===== config.mk =====
export PLATFORM = sky130hd
export DESIGN_NAME = regfile_mp
export DESIGN_NICKNAME = d
export VERILOG_FILES = /design/src/rtl/regfile_pkg.sv /design/src/rtl/regfile_scoreboard.sv /design/src/rtl/regfile_mp.sv
export SDC_FILE = /design/constraint.sdc
export NUM_CORES = 2
export LEC_CHECK = 0
export CAP_MARGIN = 20
export CORE_ASPECT_RATIO = 0.8
export CORE_UTILIZATION = 55
export CTS_CLUSTER_DIAMETER = 200
export DETAILED_ROUTE_END_ITERATION = 8
export GPL_TIMING_DRIVEN = 1
export PLACE_DENSITY_LB_ADDON = 0.15
export SYNTH_ARGS = -nofsm -noshare
export SYNTH_HDL_FRONTEND = slang
export SYNTH_SLANG_ARGS = --single-unit

===== constraint.sdc =====
create_clock -name clk -period 4.5 [get_ports clk]
set_clock_uncertainty 0.1 [all_clocks]
set_input_delay 0.9 -clock clk [delete_from_list [all_inputs] [get_ports clk]]
set_output_delay 0.9 -clock clk [all_outputs]
set_load 0.005 [all_outputs]

===== src/rtl/regfile_pkg.sv =====
// Shared constants, helper function and write-port bundle type for the
// multi-port register file slice.
package regfile_pkg;

  localparam int DEF_XLEN  = 32;
  localparam int DEF_NREGS = 32;

  // Elaboration-time ceil(log2(value)), usable inside parameter lists.
  function automatic int clog2(input int value);
    int r;
    r = 0;
    while ((1 << r) < value) r = r + 1;
    return r;
  endfunction

  localparam int DEF_AW = clog2(DEF_NREGS);

  typedef struct packed {
    logic              we;
    logic [DEF_AW-1:0] wa;
    logic [DEF_XLEN-1:0] wd;
  } wr_port_t;

endpackage


===== src/rtl/regfile_scoreboard.sv =====
// Pending-bit vector: one bit per register, set on reservation and
// cleared on writeback, with a reservation beating a same-cycle clear.
module regfile_scoreboard
  import regfile_pkg::*;
#(
  parameter int NREGS   = DEF_NREGS,
  parameter int NWR     = 1,
  parameter int AW      = clog2(NREGS),
  parameter bit ZERO_R0 = 1'b1
) (
  input  logic              clk,
  input  logic              reset_n,
  input  logic [NWR-1:0]    we,
  input  logic [NWR*AW-1:0] wa,
  input  logic              rsv_en,
  input  logic [AW-1:0]     rsv_addr,
  output logic [NREGS-1:0]  pend
);

  logic [NREGS-1:0] pend_next;

  // Clears are applied before the set so a new owner keeps the bit.
  always_comb begin
    pend_next = pend;
    for (int k = 0; k < NWR; k++) begin
      if (we[k]) pend_next[wa[k*AW +: AW]] = 1'b0;
    end
    if (rsv_en) pend_next[rsv_addr] = 1'b1;
    if (ZERO_R0) pend_next[0] = 1'b0;
  end

  always_ff @(posedge clk or negedge reset_n) begin
    if (!reset_n) begin
      pend <= '0;
    end else begin
      pend <= pend_next;
    end
  end

endmodule


===== src/rtl/regfile_mp.sv =====
// Parametrised NRD-read / NWR-write register file with optional
// write-to-read bypass and a per-register pending scoreboard.
module regfile_mp
  import regfile_pkg::*;
#(
  parameter int XLEN    = DEF_XLEN,
  parameter int NREGS   = DEF_NREGS,
  parameter int NRD     = 2,
  parameter int NWR     = 1,
  parameter bit BYPASS  = 1'b1,
  parameter bit ZERO_R0 = 1'b1,
  localparam int AW     = clog2(NREGS)
) (
  input  logic                clk,
  input  logic                reset_n,
  input  logic [NWR-1:0]      we,
  input  logic [NWR*AW-1:0]   wa,
  input  logic [NWR*XLEN-1:0] wd,
  input  logic [NRD*AW-1:0]   ra,
  output logic [NRD*XLEN-1:0] rd,
  output logic [NRD-1:0]      rd_pend,
  input  logic                rsv_en,
  input  logic [AW-1:0]       rsv_addr,
  output logic [NREGS-1:0]    pend_vec
);

  logic [XLEN-1:0] rf [NREGS];

  // Later ports overwrite earlier ones, so the highest port index wins.
  always_ff @(posedge clk or negedge reset_n) begin
    if (!reset_n) begin
      for (int r = 0; r < NREGS; r++) rf[r] <= '0;
    end else begin
      for (int k = 0; k < NWR; k++) begin
        if (we[k] && !(ZERO_R0 && (wa[k*AW +: AW] == '0))) begin
          rf[wa[k*AW +: AW]] <= wd[k*XLEN +: XLEN];
        end
      end
    end
  end

  regfile_scoreboard #(
    .NREGS   (NREGS),
    .NWR     (NWR),
    .AW      (AW),
    .ZERO_R0 (ZERO_R0)
  ) u_scoreboard (
    .clk      (clk),
    .reset_n  (reset_n),
    .we       (we),
    .wa       (wa),
    .rsv_en   (rsv_en),
    .rsv_addr (rsv_addr),
    .pend     (pend_vec)
  );

  genvar i;
  for (i = 0; i < NRD; i++) begin : g_rd
    logic [AW-1:0]   addr;
    logic [XLEN-1:0] data;
    logic            hit;

    assign addr = ra[i*AW +: AW];

    // A forwarded write also hides the pending bit it is about to clear.
    always_comb begin
      data = rf[addr];
      hit  = 1'b0;
      if (BYPASS) begin
        for (int k = 0; k < NWR; k++) begin
          if (we[k] && (wa[k*AW +: AW] == addr)) begin
            data = wd[k*XLEN +: XLEN];
            hit  = 1'b1;
          end
        end
      end
      if (ZERO_R0 && (addr == '0)) begin
        data = '0;
        hit  = 1'b0;
      end
    end

    assign rd[i*XLEN +: XLEN] = data;
    assign rd_pend[i]         = pend_vec[addr] && !hit;
  end

endmodule


==> metrics.md <==
| Metric | Value |
|---|---|
| Mapped cell area | 0.0571 mm^2 |
| Clk sinks | 1055 |
| Post-synth cell types | 44 |
| Static Leak | 0.0292 uW |
| Ys flop type | dfrtp_1 |
| Clk Latency, worst-skew pair | 710 ps |
| Seq cells post-synth | 1055 |
| Reg2reg end | rf[561]$_DFFE_PN0P_ |
| Cell depth of the worst flop-to-flop path | 1 |
| NetSw | 8010 uW |
| Core Rows | 105 |
| GR Util met1 | 52.8% |
| Critical path capture point type | output pin |
| First DRT Iteration DRCs | 4400 |
| Gr ovfl total | 0 |
| RSZ-0062 raised after global routing | false |
| Fin. max-slew vios | 0 |
| Die span in x | 362 um |
| Largest family of logic cells by synthesized area | multiplexers |
| Total power | 28500 uW |
| Area growth, synth to finish | 16.0% |
| Die H | 290 um |
| Commonest cells after routing, fill and taps aside | mux2_2, dfrtp_1, mux2i_1, mux4_2, buf_4 |
| Starting density of the core | 55.6% |
| Final Hold Vio Count | 0 |
| Worst path max stage delay | 480 ps |
| Mux cell area share after synthesis | 41.0% |
| Die Area | 0.105 mm^2 |
| WS Path Type | input port to output pin |
| Root buffer cell | clkbuf_16 |
| Post-synth ARST share | 100% |
| Clock Pin Slew Worst Setup and Hold Paths | 60 ps |
| Switch share | 28.1% |
| CP top delay family | buffers and inverters |
| FMAX | 0.222 GHz |
| Clock power frac | 33.2% |
| Synth Area per Inst | 13.8 um^2 |
| R2R setup slack | 3590 ps |
| Violated checks | negative setup slack |
| Clk buf depth | 3 |
| Status | complete, but fails checks |
| Global placer's final weighted congestion | 0.924 |
| Routing usage on met2 | 48.8% |
| Layout cell share with drive strength beyond 1 | 46.3% |
| Commonest non-fill, non-tap cell in the layout | mux2_2 |
| Sequential cell area fraction in the yosys report | 46.2% |
| Post-synth EDFFs | 0 |
| Slew @ Worst Pin | 832 ps |
| Worst EP required | 3500 ps |
| R2R Path Start | rf[561]$_DFFE_PN0P_ |
| CTS tree | built |
| CTS Buf Count | 109 |
| Final nets | 4345 |
| Number of global-route vias before repair | 39900 |
| Worst path bufs/invs | 5 |
| Worst setup margin | -9.05 ps |
| Total track usage | 34.9% |
| Largest net degree at the start of global routing | 120 |
| PD cells | 430 mW/mm^2 |
| Crit-path max FO | 24 |
| Comb power frac | 22.3% |
| Vias | 39400 |
| Crit share post-route | 100% |
| Global-route wire length before repair | 272000 um |
| PortBufs | 152 |
| Ys Warns | 0 |
| Critical Path Source Type | input port |
| Post-Syn Nets | 4196 |
| Drt total wl | 181000 um |
| Flop pwr share | 44.5% |
| Post-synthesis compound-gate area fraction | 6.19% |
| XOR/XNOR share of the synthesized area | 0.107% |
| Critical Path, Cell by Cell | clkdlybuf4s50_1 > buf_12 > inv_2 > buf_12 > mux2_2 > nand2_1 > nand3_1 > a32o_1 > clkdlybuf4s50_1 |
| Post-route minimum period | 4510 ps |
| Initial antenna violation count | 7 |
| Simple-gate share of the synthesized area | 2.57% |
| Max H-tree Level | 3 |
| Antenna-violating nets left | 0 |
| Worst VDD drop | 0.332 mV |
| Max-cap violations | 0 |
| Ports | 154 |
| WHS | 114 ps |
| Slew margin rel. | 44.3% |
| Grt peak-use layer | met1 |
| Register area | 0.0264 mm^2 |
| Pint | 20500 uW |
| Endpoints failing setup | 1 |
| Mapped Cells | 4140 |
| Multi-input logic area | 0.0288 mm^2 |
| Wire per inst | 31.4 um |
| DRC | 0 |
| Min-delay worst type | input port to asynchronous set/reset pin |
| CORE AREA | 0.103 mm^2 |
| Slowest stage cell, crit path | clkdlybuf4s50_1 |
| Met3 Resource Use GR | 9.80% |
| Adder-Cell Fraction of Synth Area | 0% |
| FILL cells | 7700 |
| DPL Wire Length | 117000 um |
| Avg Vias per Cell | 6.83 |
| TritonRoute pass-1 iters | 5 |
| CP Data Arrival Time | 3510 ps |
| Post-Route Setup TNS | -9.05 ps |
stage by stage:
stage | instances | utilization (%) | area, um^2 | setup WS, ps
after global routing | 5768 | 64.5 | 66300 | 1.46
after CTS | 5767 | 64.4 | 66100 | 13.6
after floorplan | 4140 | - | 57100 | 956
final | 5768 | 64.5 | 66300 | -9.05
after global placement | 5565 | 60.7 | 62300 | -157
after detailed placement | 5565 | 60.7 | 62300 | -157
registers in the layout, summed over array words and instances (netlist names):
register           cells
u_scoreboard.pend     31
rf                  1024
how the worst max path moves through the flow:
stage / startpoint / to / slack, ps / cells past startpoint
6_report: ra[2] / rd[23] / -9 / 9
5_1_grt: ra[6] / rd[60] / 1 / 10
3_3_place_gp: ra[7] / rd[37] / -160 / 11
4_1_cts: ra[2] / rd[13] / 10 / 9
2_1_floorplan: ra[6] / rd[33] / 960 / 8
3_5_place_dp: ra[5] / rd[62] / -160 / 10
power groups by stage:
stage / clock network (uW) / registers (uW) / logic (uW)
final: 9450 / 12700 / 6350
after global placement: 0 / 12600 / 6120
after CTS: 9540 / 12600 / 6290
after floorplan: 0 / 12300 / 4310
after detailed placement: 0 / 12800 / 6250
after global routing: 9930 / 12900 / 6760
synthesized netlist by cell type, types with 2 or more instances:
cell | instances | share of area [%]
nand2b_1 | 5 | 0.055
nand3b_1 | 7 | 0.092
or2_2 | 2 | 0.022
buf_2 | 160 | 1.4
o211ai_1 | 15 | 0.20
o22ai_1 | 64 | 0.70
o221ai_1 | 2 | 0.031
buf_6 | 24 | 0.47
dfrtp_1 | 1055 | 46
nand3_1 | 67 | 0.59
a22o_1 | 48 | 0.74
buf_4 | 21 | 0.28
nor3b_1 | 7 | 0.092
nor2_1 | 66 | 0.43
xor2_1 | 4 | 0.061
nand2_1 | 91 | 0.60
a22oi_1 | 126 | 1.7
buf_1 | 29 | 0.19
and3_1 | 5 | 0.055
mux2_2 | 1070 | 21
a21oi_1 | 81 | 0.71
nor2b_1 | 10 | 0.11
a221oi_1 | 50 | 0.77
a32o_1 | 31 | 0.54
and2_1 | 3 | 0.033
xnor2_1 | 3 | 0.046
and3b_1 | 2 | 0.031
inv_1 | 5 | 0.033
nor4_1 | 34 | 0.37
nor3_1 | 3 | 0.026
mux2i_1 | 382 | 6.7
o21ai_1 | 32 | 0.28
clkbuf_1 | 234 | 1.5
o21ai_0 | 59 | 0.52
mux4_2 | 334 | 13
logic make-up after synthesis:
| logic type | count (synthesis) |
|---|---|
| flip-flops | 1055 |
| buffers and inverters | 473 |
| multiplexers | 1786 |
| AO/OA/AOI/OAI | 512 |
| AND/OR/NAND/NOR | 306 |
| other | 1 |
| XOR/XNOR | 7 |
cell type report:
type	count	share of cell area [%]
Multi-Input combinational cell	2612	43.5
Sequential cell	1055	39.8
Timing Repair Buffer	506	8.40
Clock buffer	156	4.76
Tap cell	1391	2.63
Clock inverter	42	0.797
Inverter	5	0.0283
Antenna cell	1	0.00378
timing repair:
action                                  in CTS  in global routing
pin swaps                                    3                  5
buffers inserted                             3                  0
gates cloned                                 1                  0
endpoints found under the setup margin      46                 36
gates resized for setup                     15                 27
hold buffers                                 0                  0
routing by layer:
layer / wire length [um] / part of all wire, % / vias to the layer above
met3: 18600 / 10 / 351
met4: 5330 / 2.9 / 14
met2: 77500 / 43 / 1916
met1: 79400 / 44 / 21000
met5: 205 / 0.11 / -
li1: - / - / 16100
Note: power is estimated with default switching activity, not from simulation.
